==> src/rtl/apb_pkg.sv <==
// apb_pkg
// Shared definitions for the APB requester slice.
// - APB_ADDR_W / APB_DATA_W : default address and data widths
// - state_t                 : 2-bit requester state code; 2'b11 is the illegal code
// - ST_IDLE/ST_SETUP/ST_ACCESS : legal state encodings, also visible on the ns port
package apb_pkg;

    localparam int APB_ADDR_W = 32;
    localparam int APB_DATA_W = 32;

    typedef logic [1:0] state_t;

    localparam state_t ST_IDLE   = 2'b00;
    localparam state_t ST_SETUP  = 2'b01;
    localparam state_t ST_ACCESS = 2'b10;

endpackage

==> src/rtl/apb_master_if.sv <==
// apb_master_if
// Bundles the command port, the response port and the APB bus of the requester.
// Ports: none, the bundle is purely signals.
// - command : cmd_valid, cmd_ready, cmd_addr, cmd_write, cmd_wdata
// - response: rsp_valid, rsp_rdata, rsp_slverr, rsp_timeout
// - APB     : p_add, p_sel, p_enable, p_write, p_wdata, p_rdata, p_ready, p_slverr
// Modports:
// - master : the requester view (drives cmd_ready, rsp_*, and the APB request side)
// - slave  : the surrounding view (command source plus APB completer)
interface apb_master_if
    import apb_pkg::*;
#(
    parameter int ADDR_W = APB_ADDR_W,
    parameter int DATA_W = APB_DATA_W
);

    logic              cmd_valid;
    logic              cmd_ready;
    logic [ADDR_W-1:0] cmd_addr;
    logic              cmd_write;
    logic [DATA_W-1:0] cmd_wdata;

    logic              rsp_valid;
    logic [DATA_W-1:0] rsp_rdata;
    logic              rsp_slverr;
    logic              rsp_timeout;

    logic [ADDR_W-1:0] p_add;
    logic              p_sel;
    logic              p_enable;
    logic              p_write;
    logic [DATA_W-1:0] p_wdata;
    logic [DATA_W-1:0] p_rdata;
    logic              p_ready;
    logic              p_slverr;

    modport master (
        input  cmd_valid, cmd_addr, cmd_write, cmd_wdata,
        input  p_rdata, p_ready, p_slverr,
        output cmd_ready,
        output rsp_valid, rsp_rdata, rsp_slverr, rsp_timeout,
        output p_add, p_sel, p_enable, p_write, p_wdata
    );

    modport slave (
        output cmd_valid, cmd_addr, cmd_write, cmd_wdata,
        output p_rdata, p_ready, p_slverr,
        input  cmd_ready,
        input  rsp_valid, rsp_rdata, rsp_slverr, rsp_timeout,
        input  p_add, p_sel, p_enable, p_write, p_wdata
    );

endinterface

==> src/rtl/apb_wait_timer.sv <==
// apb_wait_timer
// Counts ACCESS cycles spent waiting on p_ready and flags the cycle whose
// increment reaches TIMEOUT.
// Ports:
// - p_clk   in  clock
// - p_reset in  synchronous active-high reset
// - clear   in  zero the count (asserted while entering ACCESS)
// - inc     in  one more wait cycle at this edge
// - expired out this edge's increment brings the count to TIMEOUT
module apb_wait_timer #(
    parameter int TIMEOUT = 16
) (
    input  logic p_clk,
    input  logic p_reset,
    input  logic clear,
    input  logic inc,
    output logic expired
);

    localparam int CNT_W = $clog2(TIMEOUT + 1);

    logic [CNT_W-1:0] count;

    always_ff @(posedge p_clk) begin
        if (p_reset || clear) begin
            count <= '0;
        end else if (inc) begin
            count <= count + CNT_W'(1);
        end
    end

    // Looking one step ahead lets the FSM abort on the very edge the count hits TIMEOUT.
    assign expired = inc && (count == CNT_W'(TIMEOUT - 1));

endmodule

==> src/rtl/apb_master.sv <==
// apb_master
// APB requester: accepts a command, walks it through SETUP and ACCESS on the
// APB bus, waits for p_ready (bounded by TIMEOUT) and returns a one-cycle
// response strobe. Every output is a register.
// Ports:
// - p_clk   in   clock, rising edge
// - p_reset in   synchronous active-high reset
// - bus     master modport of apb_master_if (command, response and APB signals)
// - ns      out  current state: 00 IDLE, 01 SETUP, 10 ACCESS
module apb_master
    import apb_pkg::*;
#(
    parameter int ADDR_W  = APB_ADDR_W,
    parameter int DATA_W  = APB_DATA_W,
    parameter int TIMEOUT = 16
) (
    input  logic         p_clk,
    input  logic         p_reset,
    apb_master_if.master bus,
    output logic [1:0]   ns
);

    state_t state;
    state_t state_next;

    logic accept;
    logic timer_clear;
    logic timer_inc;
    logic timer_expired;

    logic [ADDR_W-1:0] p_add_n;
    logic              p_sel_n;
    logic              p_enable_n;
    logic              p_write_n;
    logic [DATA_W-1:0] p_wdata_n;
    logic              cmd_ready_n;
    logic              rsp_valid_n;
    logic [DATA_W-1:0] rsp_rdata_n;
    logic              rsp_slverr_n;
    logic              rsp_timeout_n;

    assign accept      = (state == ST_IDLE) && bus.cmd_valid && bus.cmd_ready;
    assign timer_clear = (state == ST_SETUP);
    assign timer_inc   = (state == ST_ACCESS) && !bus.p_ready;
    assign ns          = state;

    apb_wait_timer #(
        .TIMEOUT (TIMEOUT)
    ) u_wait_timer (
        .p_clk   (p_clk),
        .p_reset (p_reset),
        .clear   (timer_clear),
        .inc     (timer_inc),
        .expired (timer_expired)
    );

    // State and all output registers; reset zeroes everything and drops any transfer.
    always_ff @(posedge p_clk) begin
        if (p_reset) begin
            state           <= ST_IDLE;
            bus.cmd_ready   <= 1'b0;
            bus.p_add       <= '0;
            bus.p_sel       <= 1'b0;
            bus.p_enable    <= 1'b0;
            bus.p_write     <= 1'b0;
            bus.p_wdata     <= '0;
            bus.rsp_valid   <= 1'b0;
            bus.rsp_rdata   <= '0;
            bus.rsp_slverr  <= 1'b0;
            bus.rsp_timeout <= 1'b0;
        end else begin
            state           <= state_next;
            bus.cmd_ready   <= cmd_ready_n;
            bus.p_add       <= p_add_n;
            bus.p_sel       <= p_sel_n;
            bus.p_enable    <= p_enable_n;
            bus.p_write     <= p_write_n;
            bus.p_wdata     <= p_wdata_n;
            bus.rsp_valid   <= rsp_valid_n;
            bus.rsp_rdata   <= rsp_rdata_n;
            bus.rsp_slverr  <= rsp_slverr_n;
            bus.rsp_timeout <= rsp_timeout_n;
        end
    end

    // Next state: SETUP is always one cycle; ACCESS ends on p_ready or on timer expiry.
    always_comb begin
        state_next = state;
        case (state)
            ST_IDLE:   if (accept) state_next = ST_SETUP;
            ST_SETUP:  state_next = ST_ACCESS;
            ST_ACCESS: if (bus.p_ready || timer_expired) state_next = ST_IDLE;
            default:   state_next = ST_IDLE;
        endcase
    end

    // Next output values. Address/direction/data and response fields hold by
    // default so they stay stable after a transfer; the illegal code clears them.
    always_comb begin
        p_add_n       = bus.p_add;
        p_sel_n       = bus.p_sel;
        p_enable_n    = bus.p_enable;
        p_write_n     = bus.p_write;
        p_wdata_n     = bus.p_wdata;
        rsp_valid_n   = 1'b0;
        rsp_rdata_n   = bus.rsp_rdata;
        rsp_slverr_n  = bus.rsp_slverr;
        rsp_timeout_n = bus.rsp_timeout;
        cmd_ready_n   = (state_next == ST_IDLE);
        case (state)
            ST_IDLE: begin
                if (accept) begin
                    p_add_n    = bus.cmd_addr;
                    p_write_n  = bus.cmd_write;
                    p_wdata_n  = bus.cmd_write ? bus.cmd_wdata : '0;
                    p_sel_n    = 1'b1;
                    p_enable_n = 1'b0;
                end
            end
            ST_SETUP: begin
                p_enable_n = 1'b1;
            end
            ST_ACCESS: begin
                if (bus.p_ready) begin
                    p_sel_n       = 1'b0;
                    p_enable_n    = 1'b0;
                    rsp_valid_n   = 1'b1;
                    rsp_rdata_n   = bus.p_write ? '0 : bus.p_rdata;
                    rsp_slverr_n  = bus.p_slverr;
                    rsp_timeout_n = 1'b0;
                end else if (timer_expired) begin
                    p_sel_n       = 1'b0;
                    p_enable_n    = 1'b0;
                    rsp_valid_n   = 1'b1;
                    rsp_rdata_n   = '0;
                    rsp_slverr_n  = 1'b1;
                    rsp_timeout_n = 1'b1;
                end
            end
            default: begin
                p_add_n       = '0;
                p_sel_n       = 1'b0;
                p_enable_n    = 1'b0;
                p_write_n     = 1'b0;
                p_wdata_n     = '0;
                rsp_rdata_n   = '0;
                rsp_slverr_n  = 1'b0;
                rsp_timeout_n = 1'b0;
            end
        endcase
    end

endmodule
==> src/flat_wrapper.sv <==
// flat-port wrapper written by rule: the top's interface ports become plain ports
module apb_master_flat import apb_pkg::*;
#(
    parameter int ADDR_W  = APB_ADDR_W,
    parameter int DATA_W  = APB_DATA_W,
    parameter int TIMEOUT = 16
)
  (p_clk, p_reset, ns, bus_cmd_valid, bus_cmd_addr, bus_cmd_write, bus_cmd_wdata, bus_p_rdata, bus_p_ready, bus_p_slverr, bus_cmd_ready, bus_rsp_valid, bus_rsp_rdata, bus_rsp_slverr, bus_rsp_timeout, bus_p_add, bus_p_sel, bus_p_enable, bus_p_write, bus_p_wdata);
  apb_master_if #(.ADDR_W(ADDR_W), .DATA_W(DATA_W)) bus_i ();
  input  logic p_clk;
  input  logic p_reset;
  output logic [1:0] ns;
  input wire logic [$bits(bus_i.cmd_valid)-1:0] bus_cmd_valid;
  input wire logic [$bits(bus_i.cmd_addr)-1:0] bus_cmd_addr;
  input wire logic [$bits(bus_i.cmd_write)-1:0] bus_cmd_write;
  input wire logic [$bits(bus_i.cmd_wdata)-1:0] bus_cmd_wdata;
  input wire logic [$bits(bus_i.p_rdata)-1:0] bus_p_rdata;
  input wire logic [$bits(bus_i.p_ready)-1:0] bus_p_ready;
  input wire logic [$bits(bus_i.p_slverr)-1:0] bus_p_slverr;
  output wire logic [$bits(bus_i.cmd_ready)-1:0] bus_cmd_ready;
  output wire logic [$bits(bus_i.rsp_valid)-1:0] bus_rsp_valid;
  output wire logic [$bits(bus_i.rsp_rdata)-1:0] bus_rsp_rdata;
  output wire logic [$bits(bus_i.rsp_slverr)-1:0] bus_rsp_slverr;
  output wire logic [$bits(bus_i.rsp_timeout)-1:0] bus_rsp_timeout;
  output wire logic [$bits(bus_i.p_add)-1:0] bus_p_add;
  output wire logic [$bits(bus_i.p_sel)-1:0] bus_p_sel;
  output wire logic [$bits(bus_i.p_enable)-1:0] bus_p_enable;
  output wire logic [$bits(bus_i.p_write)-1:0] bus_p_write;
  output wire logic [$bits(bus_i.p_wdata)-1:0] bus_p_wdata;
  assign bus_i.cmd_valid = bus_cmd_valid;
  assign bus_i.cmd_addr = bus_cmd_addr;
  assign bus_i.cmd_write = bus_cmd_write;
  assign bus_i.cmd_wdata = bus_cmd_wdata;
  assign bus_i.p_rdata = bus_p_rdata;
  assign bus_i.p_ready = bus_p_ready;
  assign bus_i.p_slverr = bus_p_slverr;
  assign bus_cmd_ready = bus_i.cmd_ready;
  assign bus_rsp_valid = bus_i.rsp_valid;
  assign bus_rsp_rdata = bus_i.rsp_rdata;
  assign bus_rsp_slverr = bus_i.rsp_slverr;
  assign bus_rsp_timeout = bus_i.rsp_timeout;
  assign bus_p_add = bus_i.p_add;
  assign bus_p_sel = bus_i.p_sel;
  assign bus_p_enable = bus_i.p_enable;
  assign bus_p_write = bus_i.p_write;
  assign bus_p_wdata = bus_i.p_wdata;
  apb_master #(.ADDR_W(ADDR_W), .DATA_W(DATA_W), .TIMEOUT(TIMEOUT)) u_core (.p_clk(p_clk), .p_reset(p_reset), .bus(bus_i), .ns(ns));
endmodule
==> config.mk <==
export PLATFORM = sky130hd
export DESIGN_NAME = apb_master_flat
export DESIGN_NICKNAME = d
export VERILOG_FILES = /design/src/rtl/apb_pkg.sv /design/src/rtl/apb_master_if.sv /design/src/rtl/apb_wait_timer.sv /design/src/rtl/apb_master.sv /design/src/flat_wrapper.sv
export SDC_FILE = /design/constraint.sdc
export NUM_CORES = 1
export LEC_CHECK = 0
export ABC_AREA = 1
export CAP_MARGIN = 5
export CORE_ASPECT_RATIO = 0.6
export CORE_MARGIN = 2
export CORE_UTILIZATION = 55
export CTS_CLUSTER_SIZE = 20
export DETAILED_ROUTE_END_ITERATION = 8
export DONT_BUFFER_PORTS = 1
export HOLD_SLACK_MARGIN = 0.12
export PLACE_DENSITY = 0.72
export SKIP_CTS_REPAIR_TIMING = 1
export SLEW_MARGIN = 20
export SYNTH_ARGS = -nofsm -noshare
export SYNTH_HDL_FRONTEND = slang
export SYNTH_SLANG_ARGS = --single-unit
export TNS_END_PERCENT = 10
==> constraint.sdc <==
create_clock -name p_clk -period 4.8 [get_ports p_clk]
set_input_delay 0.24 -clock p_clk [delete_from_list [all_inputs] [get_ports p_clk]]
set_output_delay 0.24 -clock p_clk [all_outputs]
set_load 0.03 [all_outputs]
=== Yosys cells after proc, flatten, opt, wreduce, memory -nomap -nowiden ===
Cells that the tools add are included.

* Input port bits: 102
* Flip-flop bits (word level): 110
* Output and inout port bits: 105
* Logic and storage cells: 65

* Add/sub/neg operators: 1
* Bitwise logic cells: 4
* Equal/unequal tests: 5
* Reduce and logical (&&, ||, !) cells: 16
* Muxes and demuxes: 27

{| class="wikitable"
|+ Operators by type and width
! operator !! number
|-
| 2-to-1 mux 32 bit || 6
|-
| one-hot mux 32 bit (2 select lines) || 3
|-
| 2-to-1 mux 1 bit || 10
|-
| one-hot mux 1 bit (2 select lines) || 3
|-
| one-hot mux 1 bit (3 select lines) || 2
|-
| one-hot mux 2 bit (3 select lines) || 1
|-
| AND reduction 2 bit || 3
|-
| OR reduction 2 bit || 3
|-
| adder 5 x 1 -> 5 bit (second input constant) || 1
|-
| == test 5 x 4 -> 1 bit (second input constant) || 1
|-
| logical AND 1 bit || 4
|-
| logical NOT 2 bit || 2
|-
| 2-to-1 mux 2 bit || 2
|-
| NOT 1 bit || 4
|-
| inequality test 3 x 2 -> 1 bit (second input constant) || 1
|-
| AND reduction 3 bit || 1
|-
| == test 2 x 1 -> 1 bit (second input constant) || 1
|-
| == test 2 bit (second input constant) || 1
|-
| logical OR 1 bit || 2
|-
| inequality test 2 x 1 -> 1 bit (second input constant) || 1
|-
| logical NOT 1 bit || 1
|}

=== Longest topological paths before layout ===
Gate-level depths: netlist of the first run.

* Word-level depth: 7
* Gate-level depth with buffers: 12
* Gate-level depth less buffers: 10

=== By module ===
Synthesis of the first run repeated with hierarchy kept, for this count alone.

* Cell total of the unflattened synthesis: 532
* Area total of the unflattened synthesis: 4300.4 sq um

{| class="wikitable"
|+ Modules (own cells, without submodules)
! module !! area each (sq um) !! cells an instance !! times used !! sequential area each (sq um)
|-
| apb_master || 4057.6 || 500 || 1 || 2102.0
|-
| apb_wait_timer || 242.7 || 32 || 1 || 100.1
|}

=== Worst setup path before layout of the first run ===
No wires, ideal clock.

* Kind: flip-flop to flip-flop
* Start point: reg u_core.state[0] (netlist: u_core.ns[0])
* End point: reg u_core.bus.rsp_rdata[0]
* Path buffers: 3
* Setup slack: 2.969 ns
* Setup time: 0.130 ns
* Clock period less this slack: 1.831 ns
* Stages on the path, launching flop included: 10
* Data required time: 4.670 ns
* Arrival: 1.702 ns
* Cells stage by stage: dfxtp_1 inv_1 ha_1 buf_2 nor2_1 nand2_2 buf_6 buf_6 nand3_1 o21ai_0

* Word-level cells in the longest chain between the ends: 5
* Elaborated cells on any way between the ends: 10
* Classes of those cells: eq/ne: 3; mux: 1; bitwise: 1; reduce/logical: 5

{| class="wikitable"
|+ Ends and longest elaborated chain
! element !! line !! source
|-
| start: declaration || apb_master.sv:23 || <nowiki>state_t state;</nowiki>
|-
| start signal: assignment || apb_master.sv:72 || <nowiki>state <= state_next;</nowiki>
|-
| == test 2 bit || apb_master.sv:44, apb_master.sv:110 ||
|-
| logical AND 1 bit || apb_master.sv:44 || <nowiki>assign timer_inc = (state == ST_ACCESS) && !bus.p_ready;</nowiki>
|-
| logical AND 1 bit || apb_wait_timer.sv:33 || <nowiki>assign expired = inc && (count == CNT_W'(TIMEOUT - 1));</nowiki>
|-
| inequality test 3 x 2 -> 1 bit (no source line) || n/a ||
|-
| AND reduction 2 bit (no source line) || n/a ||
|-
| end signal: assignment || apb_master.sv:80 || <nowiki>bus.rsp_rdata <= rsp_rdata_n;</nowiki>
|-
| end: declaration || apb_master_if.sv:41 || <nowiki>output rsp_valid, rsp_rdata, rsp_slverr, rsp_timeout,</nowiki>
|}

Several ways; a longest one is shown, not always the timed one.
A chain may end at the register's enable or synchronous reset.

=== Final worst setup path of the first run ===
* Start point: reg u_core.state[0] (netlist: u_core.ns[0])
* End point: reg u_core.bus.p_add[10]

* Word-level cells in the longest chain between the ends: 5
* Elaborated cells on any way between the ends: 10
* Classes of those cells: eq/ne: 3; mux: 1; bitwise: 1; reduce/logical: 5

{| class="wikitable"
|+ Ends and longest elaborated chain
! element !! line !! source
|-
| logical NOT 2 bit || apb_master.sv:42, apb_master.sv:110 ||
|-
| logical AND 1 bit (2 in a row) || apb_master.sv:42 || <nowiki>assign accept = (state == ST_IDLE) && bus.cmd_valid && bus.cmd_ready;</nowiki>
|-
| inequality test 2 x 1 -> 1 bit (no source line) || n/a ||
|-
| AND reduction 2 bit (no source line) || n/a ||
|-
| end signal: assignment || apb_master.sv:74 || <nowiki>bus.p_add <= p_add_n;</nowiki>
|-
| end: declaration || apb_master_if.sv:42 || <nowiki>output p_add, p_sel, p_enable, p_write, p_wdata</nowiki>
|}

Several ways; a longest one is shown, not always the timed one.

==> summary.txt, run 1 <==
Pwr
  • Clk network pwr share: 28.8%
  • Switching pwr: 849.2 uW
  • Net Sw Frac: 36.09%
  • Sequential Power Share: 53.4%
  • Static leakage: between 2 and 2.5 nW
  • Int Pwr: 1.504 mW
  • Pwr dens: 447.3 mW/mm2
  • Worst vdd ir: 0.1745 mV
  • Combinational fraction of design power: 17.8%

Critical path
  • Beginning of the critical path: u_core.ns[0]
  • CP Max Fanout: 34
  • Register-to-register setup slack: between 1.5 and 2 ns
  • Critical R2R Launch: u_core.ns[0]
  • Critical Path RT: 5.03 ns
  • Slowest-stage cell, CP: dfxtp_1
  • Capture point of the worst reg-to-reg path: u_core.bus.p_add[10]
  • Startpoint types: flop
  • Setup CP Type: reg2reg
  • Crit path buffers/inverters: 4
  • Worst r2r path cells: 10
  • Worst setup EP type: flop
  • Crit path arrival time: 3.53 ns
  • Delay of the slowest cell on the worst path: approximately 0.64 ns
  • Top delay family on crit path: buffers and inverters
  • Worst path cell trace: inv_1 > ha_1 > buf_4 > inv_2 > a21oi_2 > nor2_4 > buf_4 > nand2_1 > nand2_1 > nor2_1

Clocking
  • Clk root buf: clkbuf_16
  • # clock sinks: 110
  • CTS max path bufs: 2
  • CTS HTree Levels: 3
  • CTS tree: done
  • Worst skew pair latency: 0.34 ns
  • Worst-path clk slew: 0.07 ns
  • CTS buffer count: 9

Synth
  • Area leader, netlist: dfxtp_1
  • Netlist cell types: 24
  • Top FF cell, synth: dfxtp_1
  • Post-synth EDFFs: 0
  • Cell Area, Synth: 0.004797 mm2
  • Yosys warning count: 0
  • Syn_nets: 805
  • Synthesized area per cell: roughly 6.9 um2
  • FF+latch count, synth: 110
  • Gate Count Post-Synth: 697
  • Share of the synthesized area in the top cell type: 45.91%
  • Synth top area cells: dfxtp_1, nand2_1, nor2_1, nand3_1, a21oi_1
  • Sequential area share after synthesis: 45.91%
  • Post-synth ARST share: 0%

STA
  • Final Hold Violating Endpoints: 0
  • Slew margin rel.: between 30% and 40%
  • Unrepaired setup endpoints after global routing: false
  • Final setup fails: 0
  • Fmax: 0.3036 GHz
  • Fin crit period: 3.294 ns
  • Worst-Margin Slew: slightly below 1 ns
  • Crit share post-route: 68.63%
  • Final setup skew: 0.005803 ns
  • Fin worst setup slack: 1.506 ns
  • Setup TNS: 0 ns
  • Final Slew Violations: 0

Cells and area
  • Post-route cell area: 0.005260 mm2
  • P&R area growth vs syn: 9.650%
  • Number of nets in the layout: 798
  • Filler instances: 762
  • Finished Layout Cells: 806
  • N_diodes: 0
  • Layout cell share with drive strength beyond 1: 4.467%
  • Post-Route Utilization: between 60% and 70%

Routing
  • Detailed Routing Iterations Pass 1: 5
  • Routed Antenna Nets: 0
  • WL final: roughly 12000 um
  • Total number of vias: 4355
  • First DRT Iteration DRCs: between 200 and 300
  • DRC: 0
  • Routed length per instance: 14.84 um
  • Vias per cell: 5.403

Hold path
  • Hold_sp: bus_cmd_addr[1]
  • End of the worst hold path: u_core.bus.p_add[1]
  • Worst hold-check path type: in2reg
  • Hold path depth: 4

Placed design
  • Pre-CTS setup slack: roughly 1.5 ns
  • Placer Congestion: 0.8448
  • Placed instance area: 0.004697 mm2
  • IO Port Bufs: 0
  • Dpl hpwl: 7965 um
  • Inst Count DP: between 700 and 800

Global routing
  • Global-route wire length before repair: 18930 um
  • Initial antenna violation count: 0
  • Total track usage: 23.68%
  • Largest net degree at the start of global routing: 87
  • Vias in the first global route: 3951
  • Grt total ovfl: 0

Run status
  • Run status: completed

Floorplanning
  • Starting Density: between 50% and 60%
  • Core box area: 0.008491 mm2
  • Die width: 124.6 um
  • Row Count: 26
  • IO Count: between 200 and 250
  • Die area: ~0.0095 mm2
  • Die H: 76.34 um

Run
  • Max Cap Viol: 0
layout by cell type (no fill, tap or decap), types with 2 or more instances in the layout:
cell type,instances
dfxtp_1,110
nand2_2,4
inv_2,3
a21oi_1,38
inv_1,20
a21oi_2,2
o21ai_0,13
ha_1,6
nand2_1,203
clkbuf_1,2
clkbuf_16,9
nor2_1,139
dlygate4sd3_1,27
nand3_1,86
nor2_4,2
o21ai_1,14
buf_4,4
logic make-up (layout without fill, tap and decap cells):
logic type      count (synthesis)  in the layout  synth area share, %
flops                         110            110                45.91
compound gates                 69             69                7.460
buf+inv                        74             71                7.512
fa+ha+maj                       6              6                1.565
simple gates                  438            438                37.56
worst min-delay path, delay by kind of cell:
family | cells | cell delay [ns]
and+or+nand+nor | 4 | 0.17
state kept, by name (all words and copies together), names as in the netlist:
signal / count
u_core.bus.p_wdata: 32
u_core.bus.p_enable: 1
u_core.bus.p_add: 32
u_core.bus.cmd_ready: 1
u_core.bus.rsp_valid: 1
u_core.bus.rsp_slverr: 1
u_core.bus.rsp_timeout: 1
u_core.bus.rsp_rdata: 32
u_core.ns: 2
u_core.bus.p_sel: 1
u_core.u_wait_timer.count: 5
u_core.bus.p_write: 1
power groups by stage:
stage	clock, mW	combinational (mW)	sequential [mW]
4_1_cts	0.693	0.393	1.26
5_1_grt	0.723	0.488	1.26
2_1_floorplan	0	0.361	1.25
3_5_place_dp	0	0.391	1.28
3_3_place_gp	0	0.376	1.28
6_report	0.678	0.419	1.26
synth_stat cells, types with 2 or more instances:
cell      instances
nand2_1         203
nor2_1          139
dfxtp_1         110
nand3_1          86
a21oi_1          38
inv_1            21
clkbuf_1         20
o21ai_1          14
o21ai_0          13
buf_2            12
buf_1             7
buf_6             7
ha_1              6
nand2_2           5
buf_4             4
a21oi_2           2
inv_2             2
nor2_4            2
final cells by class:
cell class | count | area, um2 | area share [%]
Inverter | 24 | 90.09 | 1.713
Tap cell | 112 | 140.1 | 2.664
Clock inverter | 3 | 21.27 | 0.4044
Sequential cell | 110 | 2202 | 41.86
Multi-Input combinational cell | 513 | 2240 | 42.58
Clock buffer | 12 | 246.5 | 4.686
Timing Repair Buffer | 32 | 320.3 | 6.089
layer usage:
layer	vias up	global-route usage, %	routed length [um]	share of wire, %
met5	-	0	0	0
met2	188	38.47	5498	46
met1	1968	29.48	5099	43
met3	13	9.761	1247	10
met4	0	5.843	115	0.96
li1	2186	-	-	-
metrics by stage:
stage / total power [mW] / hold slack, ns
floorplan: 1.613 / 0.3966
global placement: 1.652 / 0.3141
detailed placement: 1.670 / 0.3170
CTS: 2.343 / -0.04924
global route: 2.475 / 0.1217
finish: 2.353 / 0.1111
worst max path at each step:
| stage | end | slack [ns] | cells past startpoint |
|---|---|---|---|
| after floorplan | u_core.bus.rsp_rdata[0] | 2.97 | 9 |
| after global placement | u_core.bus.p_add[10] | 1.62 | 10 |
| after detailed placement | u_core.bus.p_add[10] | 1.50 | 10 |
| after CTS | u_core.bus.p_add[10] | 1.50 | 10 |
| after global routing | u_core.bus.p_add[12] | 1.20 | 10 |
| final | u_core.bus.p_add[10] | 1.51 | 10 |
(Power assumes the default switching activity.)
==> run 2: changes to the inputs <==
ABC_AREA = 0   (was 1)
PLACE_DENSITY = 0.75   (was 0.72)
clock period = 2.77 ns   (was 4.8 ns; I/O delays follow)
==> run 2 against run 1 <==
  * Sequential share of layout area fell by 4.1 points
  * Fmax rose by 33%
  * Non-clock buffer count rose by 77
  * Final cell count fell by 15%
  * Power rose by 62%
==> summary.txt, run 2 <==
Run status
  • Run status: completed

Pwr
  • Clk network pwr share: 34.0% (+5.2 points)
  • Worst vdd ir: 0.3719 mV (+110%)
  • Pwr dens: 652.8 mW/mm2 (+46%)
  • Net Sw Frac: 29.71% (-6.4 points)
  • Combinational fraction of design power: 16.9% (-0.9 points)
  • Switching pwr: 1.132 mW (+33%)
  • Sequential Power Share: 49.2% (-4.2 points)
  • Static leakage: 2.096 nW (-4.7%)
  • Int Pwr: 2.678 mW (+78%)

Synth
  • Top FF cell, synth: dfxtp_1
  • Post-synth ARST share: 0% (unchanged)
  • Yosys warning count: 0 (unchanged)
  • Synth top area cells: dfxtp_1, a21oi_1, nand4b_1, mux2i_1, nand2_1
  • Top-count cell post-synth: dfxtp_1
  • FF+latch count, synth: 110 (unchanged)
  • Post-synth EDFFs: 0 (unchanged)
  • Cell Area, Synth: 0.004483 mm2 (-6.5%)
  • Sequential area share after synthesis: 49.12% (+3.2 points)
  • Gate Count Post-Synth: 506 (-27%)
  • Synthesized area per cell: 8.860 um2 (+29%)
  • Netlist cell types: 38 (+58%)
  • Share of the synthesized area in the top cell type: 49.12% (+3.2 points)
  • Area leader, netlist: dfxtp_1
  • Synth top cells by count: dfxtp_1, a21oi_1, nand2_1
  • Syn_nets: 614 (-24%)

STA
  • Final setup skew: 0.005926 ns (+0.0001232 ns)
  • Fin worst setup slack: 0.2871 ns (-1.219 ns)
  • Worst-Margin Slew: 0.7630 ns (-0.2280 ns)
  • Setup TNS: 0 ns (unchanged)
  • Fmax: 0.4028 GHz (+33%)
  • Final setup fails: 0 (unchanged)
  • Fin crit period: 2.483 ns (-0.8114 ns)
  • Slew margin rel.: 48.79% (+15 points)
  • Unrepaired setup endpoints after global routing: false
  • Crit share post-route: 89.63% (+21 points)
  • Final Hold Violating Endpoints: 0 (unchanged)
  • Final Slew Violations: 0 (unchanged)

Placed design
  • Placer Congestion: 0.7344 (-13%)
  • Pre-CTS setup slack: 0.4691 ns (-1.026 ns)
  • IO Port Bufs: 0 (unchanged)
  • Dpl hpwl: 7434 um (-6.7%)

Routing
  • First DRT Iteration DRCs: 529 (+81%)
  • Routed Antenna Nets: 0 (unchanged)
  • Vias per cell: 6.200 (+15%)
  • DRC: 0 (unchanged)
  • Total number of vias: 4253 (-2.3%)
  • Routed length per instance: 20.01 um (+35%)
  • Detailed Routing Iterations Pass 1: 5 (unchanged)
  • WL final: 13720 um (+15%)

Hold path
  • Worst hold-check path type: in2reg

Critical path
  • Worst path cell trace: inv_1 > ha_2 > nor2b_2 > buf_4 > nand4_1 > a21oi_1
  • CP Max Fanout: 36 (+5.9%)
  • Critical Path RT: 3.03 ns (-2.00 ns)
  • Startpoint types: flop
  • Top delay family on crit path: flip-flops
  • Setup CP Type: reg2reg
  • Worst setup EP type: flop
  • Slowest-stage cell, CP: dfxtp_1
  • Crit path arrival time: 2.74 ns (-0.79 ns)
  • Crit path buffers/inverters: 2 (-2)
  • Delay of the slowest cell on the worst path: 0.65 ns (about the same)

Cells and area
  • Number of nets in the layout: 680 (-15%)
  • Filler instances: 539 (-29%)
  • Register Area: 0.002202 mm2 (unchanged)
  • Commonest cells after routing, fill and taps aside: dfxtp_1, dlygate4sd3_1, a21oi_1
  • P&R area growth vs syn: 30.20%
  • Largest registers: u_core.bus.p_add x32, u_core.bus.p_wdata x32, u_core.bus.rsp_rdata x32
  • Layout cell share with drive strength beyond 1: 5.373% (+0.91 points)
  • Footprint of the multi-input gates: 0.002061 mm2 (-8.0%)
  • Most common cell after layout, fill and taps aside: dfxtp_1

Clocking
  • CTS HTree Levels: 3 (unchanged)
  • CTS tree: done
  • CTS buffer count: 9 (unchanged)
  • Worst-path clk slew: 0.07 ns (about the same)
  • # clock sinks: 110 (unchanged)
  • Worst skew pair latency: 0.33 ns (about the same)
  • Clk root buf: clkbuf_16
  • CTS max path bufs: 2 (unchanged)

Global routing
  • Initial antenna violation count: 1 (+1)
  • Vias in the first global route: 3282 (-17%)
  • Total track usage: 23.64% (-0.042 points)
  • Global-route wire length before repair: 16760 um (-11%)
  • Largest net degree at the start of global routing: 72 (-17%)
  • Grt total ovfl: 0 (unchanged)

Floorplanning
  • Core box area: 0.007883 mm2 (-7.2%)
  • Starting Density: 56.87% (+0.37 points)
  • Row Count: 25 (-3.8%)
  • Die width: 120.6 um (-3.2%)
  • Die area: 0.008913 mm2 (-6.3%)
  • Die H: 73.93 um (-3.2%)
  • IO Count: 207 (unchanged)

Run
  • Max Cap Viol: 0 (unchanged)
-- run 2: cell type report --
| type | count | area share [%] |
|---|---|---|
| antenna | 1 | 0.04287 |
| clock buffer | 13 | 4.459 |
| clock inverter | 3 | 0.7288 |
| inverter | 6 | 0.3859 |
| multi-input combinational | 336 | 35.31 |
| sequential | 110 | 37.73 |
| tap | 108 | 2.315 |
| timing repair buffer | 109 | 19.04 |
-- run 2: final timing paths --
path / to / from / slack (ns) / depth (start not counted)
max: u_core.bus.p_wdata[8] / u_core.ns[0] / 0.29 / 6
min: u_core.bus.p_enable / bus_p_ready / 0.13 / 3
max reg2reg: u_core.bus.p_wdata[8] / u_core.ns[0] / 0.29 / 6
min reg2reg: u_core.u_wait_timer.count[1] / u_core.u_wait_timer.count[1] / 0.49 / 2
-- run 2: logic make-up after synthesis --
family / count (synthesis) / share of synthesized area (%)
xor gates and xnor gates: 2 / 0.3908
muxes: 25 / 5.582
and+or+nand+nor: 150 / 19.20
buffers and inverters: 60 / 5.638
DFF: 110 / 49.12
AOI/OAI and AO/OA: 153 / 18.39
adders and majority gates: 6 / 1.675
-- run 2: worst register-to-register path: cells and delay by family, from the launching register on --
kind	cells	cell delay [ns]
buffers and inverters	2	0.51
flip-flops	1	0.65
adder cells (fa/ha/maj)	1	0.54
AO/OA/AOI/OAI	1	0.24
AND/OR/NAND/NOR	2	0.46
-- run 2: metrics by stage --
stage                     hold WS [ns]  instances  area, um2  power (mW)  utilization (%)
after global placement          0.2183        569       4513       2.375            57.25
after floorplan                 0.2737        506       4483       2.290                -
final                           0.1320        686       5837       3.810            74.05
after detailed placement        0.2211        569       4513       2.391            57.25
after CTS                      -0.1327        585       4816       3.661            61.10
after global routing            0.1360        686       5837       3.941            74.05
-- run 2: power groups by stage --
| stage | sequential, mW | clock [mW] | combinational [mW] |
|---|---|---|---|
| 3_5_place_dp | 1.91 | 0 | 0.485 |
| 6_report | 1.87 | 1.29 | 0.643 |
| 4_1_cts | 1.87 | 1.31 | 0.485 |
| 3_3_place_gp | 1.91 | 0 | 0.470 |
| 2_1_floorplan | 1.88 | 0 | 0.407 |
| 5_1_grt | 1.88 | 1.38 | 0.684 |
-- run 2: layer usage --
layer  track usage, %  vias up  share of wire (%)  wire (um)
met3            10.97       29                 11       1501
met4            6.977        0                2.3        320
met2            37.98      259                 47       6430
met5                0        -                  0          0
li1                 -     1956                  -          -
met1            28.99     2009                 40       5471
==> run 3: changes to the inputs <==
PLACE_DENSITY = 0.72   (was 0.75)
clock period = 2.4 ns   (was 2.77 ns; I/O delays follow)
==> run 3 against run 2 <==
  * Power grew 15%
  * Clock skew rose by 0.0017 ns
  * Die area is the same
  * Critical path depth up 1
  * Critical path type unchanged
  * Worst setup slack worse by 0.22 ns
  * Largest power group unchanged
  * Combinational power is 17% higher
==> summary.txt, run 3 (same netlist as run 2, synthesis figures left out) <==
Run status
  • Run status: completed

Clocking
  • Clk root buf: clkbuf_16
  • CTS max path bufs: 2 (unchanged)
  • Worst-path clk slew: 0.07 ns (about the same)
  • CTS buffer count: 9 (unchanged)
  • CTS tree: done
  • # clock sinks: 110 (unchanged)
  • CTS HTree Levels: 3 (unchanged)
  • Worst skew pair latency: 0.34 ns (about the same)

Hold path
  • Worst hold-check path type: in2reg
  • Hold path depth: 3 (unchanged)
  • End of the worst hold path: u_core.bus.p_write
  • Hold_sp: bus_cmd_write

Cells and area
  • Finished Layout Cells: 687 (+0.15%)
  • P&R area growth vs syn: 30.70%
  • Number of nets in the layout: 682 (+0.29%)
  • Most common cell after layout, fill and taps aside: dfxtp_1
  • N_diodes: 0 (-1)
  • Layout cell share with drive strength beyond 1: 5.872% (+0.50 points)
  • Commonest cells after routing, fill and taps aside: dfxtp_1, dlygate4sd3_1, a21oi_1
  • Largest registers: u_core.bus.p_add x32, u_core.bus.p_wdata x32, u_core.bus.rsp_rdata x32
  • Filler instances: 529 (-1.9%)

Global routing
  • Vias in the first global route: 3392 (+3.4%)
  • Initial antenna violation count: 0 (-1)
  • Global-route wire length before repair: 17040 um (+1.7%)
  • Total track usage: 23.83% (+0.19 points)
  • Grt total ovfl: 0 (unchanged)
  • Largest net degree at the start of global routing: 98 (+36%)

Pwr
  • Pwr dens: 750.4 mW/mm2 (+15%)
  • Combinational fraction of design power: 17.2% (+0.3 points)
  • Net Sw Frac: 30.11% (+0.40 points)
  • Sequential Power Share: 49.0% (-0.2 points)
  • Static leakage: 2.121 nW (+1.2%)
  • Clk network pwr share: 33.9% (about the same)
  • Worst vdd ir: 0.4639 mV (+25%)
  • Switching pwr: 1.324 mW (+17%)
  • Int Pwr: 3.073 mW (+15%)

Routing
  • Total number of vias: 4135 (-2.8%)
  • Vias per cell: 6.019 (-2.9%)
  • Detailed Routing Iterations Pass 1: 5 (unchanged)
  • Routed Antenna Nets: 0 (unchanged)
  • Routed length per instance: 19.17 um (-4.2%)
  • DRC: 0 (unchanged)
  • First DRT Iteration DRCs: 411 (-22%)
  • WL final: 13170 um (-4.0%)

STA
  • Crit share post-route: 97.36% (+7.7 points)
  • Fmax: 0.4280 GHz (+6.3%)
  • Hold slack: 0.09438 ns (-0.03766 ns)
  • Slew margin rel.: 49.83% (+1.0 points)
  • Final setup fails: 0 (unchanged)
  • Final setup skew: 0.007628 ns (+0.001701 ns)
  • Final Slew Violations: 0 (unchanged)
  • Setup TNS: 0 ns (unchanged)
  • Final Hold Violating Endpoints: 0 (unchanged)
  • Fin crit period: 2.337 ns (-0.1462 ns)
  • Fin worst setup slack: 0.06332 ns (-0.2238 ns)
  • Worst-Margin Slew: 0.7475 ns (-0.01549 ns)

Critical path
  • Register-to-register setup slack: 0.06 ns (-0.22 ns)
  • Worst setup EP type: flop
  • Setup CP Type: reg2reg
  • Critical R2R Launch: u_core.ns[1]
  • Critical Path RT: 2.67 ns (-0.36 ns)
  • Startpoint types: flop
  • CP Max Fanout: 58 (+61%)
  • Worst r2r path cells: 7 (+1)
  • Crit path arrival time: 2.61 ns (-0.13 ns)
  • Capture point of the worst reg-to-reg path: u_core.bus.p_add[22]

Placed design
  • Inst Count DP: 571 (+0.35%)
  • Placer Congestion: 0.7987 (+8.8%)
  • Pre-CTS setup slack: 0.4187 ns (-0.05034 ns)
  • Dpl hpwl: 7575 um (+1.9%)
  • IO Port Bufs: 0 (unchanged)

Floorplanning
  • Die width: 120.6 um (unchanged)
  • Row Count: 25 (unchanged)
  • Core box area: 0.007883 mm2 (unchanged)
  • Die area: 0.008913 mm2 (unchanged)
  • IO Count: 207 (unchanged)
  • Starting Density: 56.87% (unchanged)
  • Die H: 73.93 um (unchanged)

Run
  • Max Cap Viol: 0 (unchanged)
-- run 3: changes by cell type in the layout (fill, tap and decap cells not counted), sizes merged --
cell      before  now
buf           10   12
clkinvlp       1    0
diode          1    0
clkinv         1    3
clkbuf        13   11
inv            6    7
-- run 3: how the worst max path moves through the flow --
stage | slack, ns | to | start | cells past startpoint
after floorplan | 0.34 | u_core.bus.rsp_slverr | u_core.ns[0] | 8
after global placement | 0.52 | u_core.bus.rsp_rdata[11] | u_core.u_wait_timer.count[0] | 7
after detailed placement | 0.42 | u_core.bus.rsp_rdata[6] | u_core.u_wait_timer.count[0] | 7
after CTS | 0.41 | u_core.bus.rsp_rdata[6] | u_core.u_wait_timer.count[0] | 7
after global routing | -0.06 | u_core.bus.p_add[22] | u_core.ns[1] | 7
final | 0.06 | u_core.bus.p_add[22] | u_core.ns[1] | 7
-- run 3: area by class of cell --
cell class              count  area [um2]  area share (%)
clock buffers              11       242.7           4.143
multi-input cells         336        2061           35.17
clock inverters             5       57.56          0.9823
flip-flops and latches    110        2202           37.58
repair buffers            111        1139           19.43
inverters                   6       22.52          0.3844
well taps                 108       135.1           2.306
-- run 3: power groups by stage --
stage | clock network [mW] | logic [mW] | registers [mW]
6_report | 1.49 | 0.755 | 2.15
5_1_grt | 1.58 | 0.808 | 2.16
4_1_cts | 1.52 | 0.577 | 2.15
3_5_place_dp | 0 | 0.577 | 2.19
3_3_place_gp | 0 | 0.556 | 2.19
2_1_floorplan | 0 | 0.470 | 2.17
-- run 3: worst max-delay path, stage by stage (launching register included) --
cell and delay (ns):
dfxtp_1 0.37, inv_1 0.12, ha_2 0.20, a21boi_4 0.40
buf_12 0.31, o21ai_0 0.13, a21oi_1 0.15, dlygate4sd3_1 0.58
-- run 3: stage by stage --
step | power [mW] | cell area [um2] | utilization, %
global route | 4.547 | 5859 | 74.33
detailed placement | 2.769 | 4541 | 57.60
global placement | 2.747 | 4541 | 57.60
finish | 4.397 | 5859 | 74.33
CTS | 4.250 | 4841 | 61.41
floorplan | 2.643 | 4483 | -
-- run 3: routing by layer --
metal	vias up	GRT usage, %	share of wire [%]
met2	228	38.42	48
li1	1955	-	-
met4	0	7.881	1.1
met3	14	9.126	9.5
met5	-	0	0
met1	1938	30.02	41
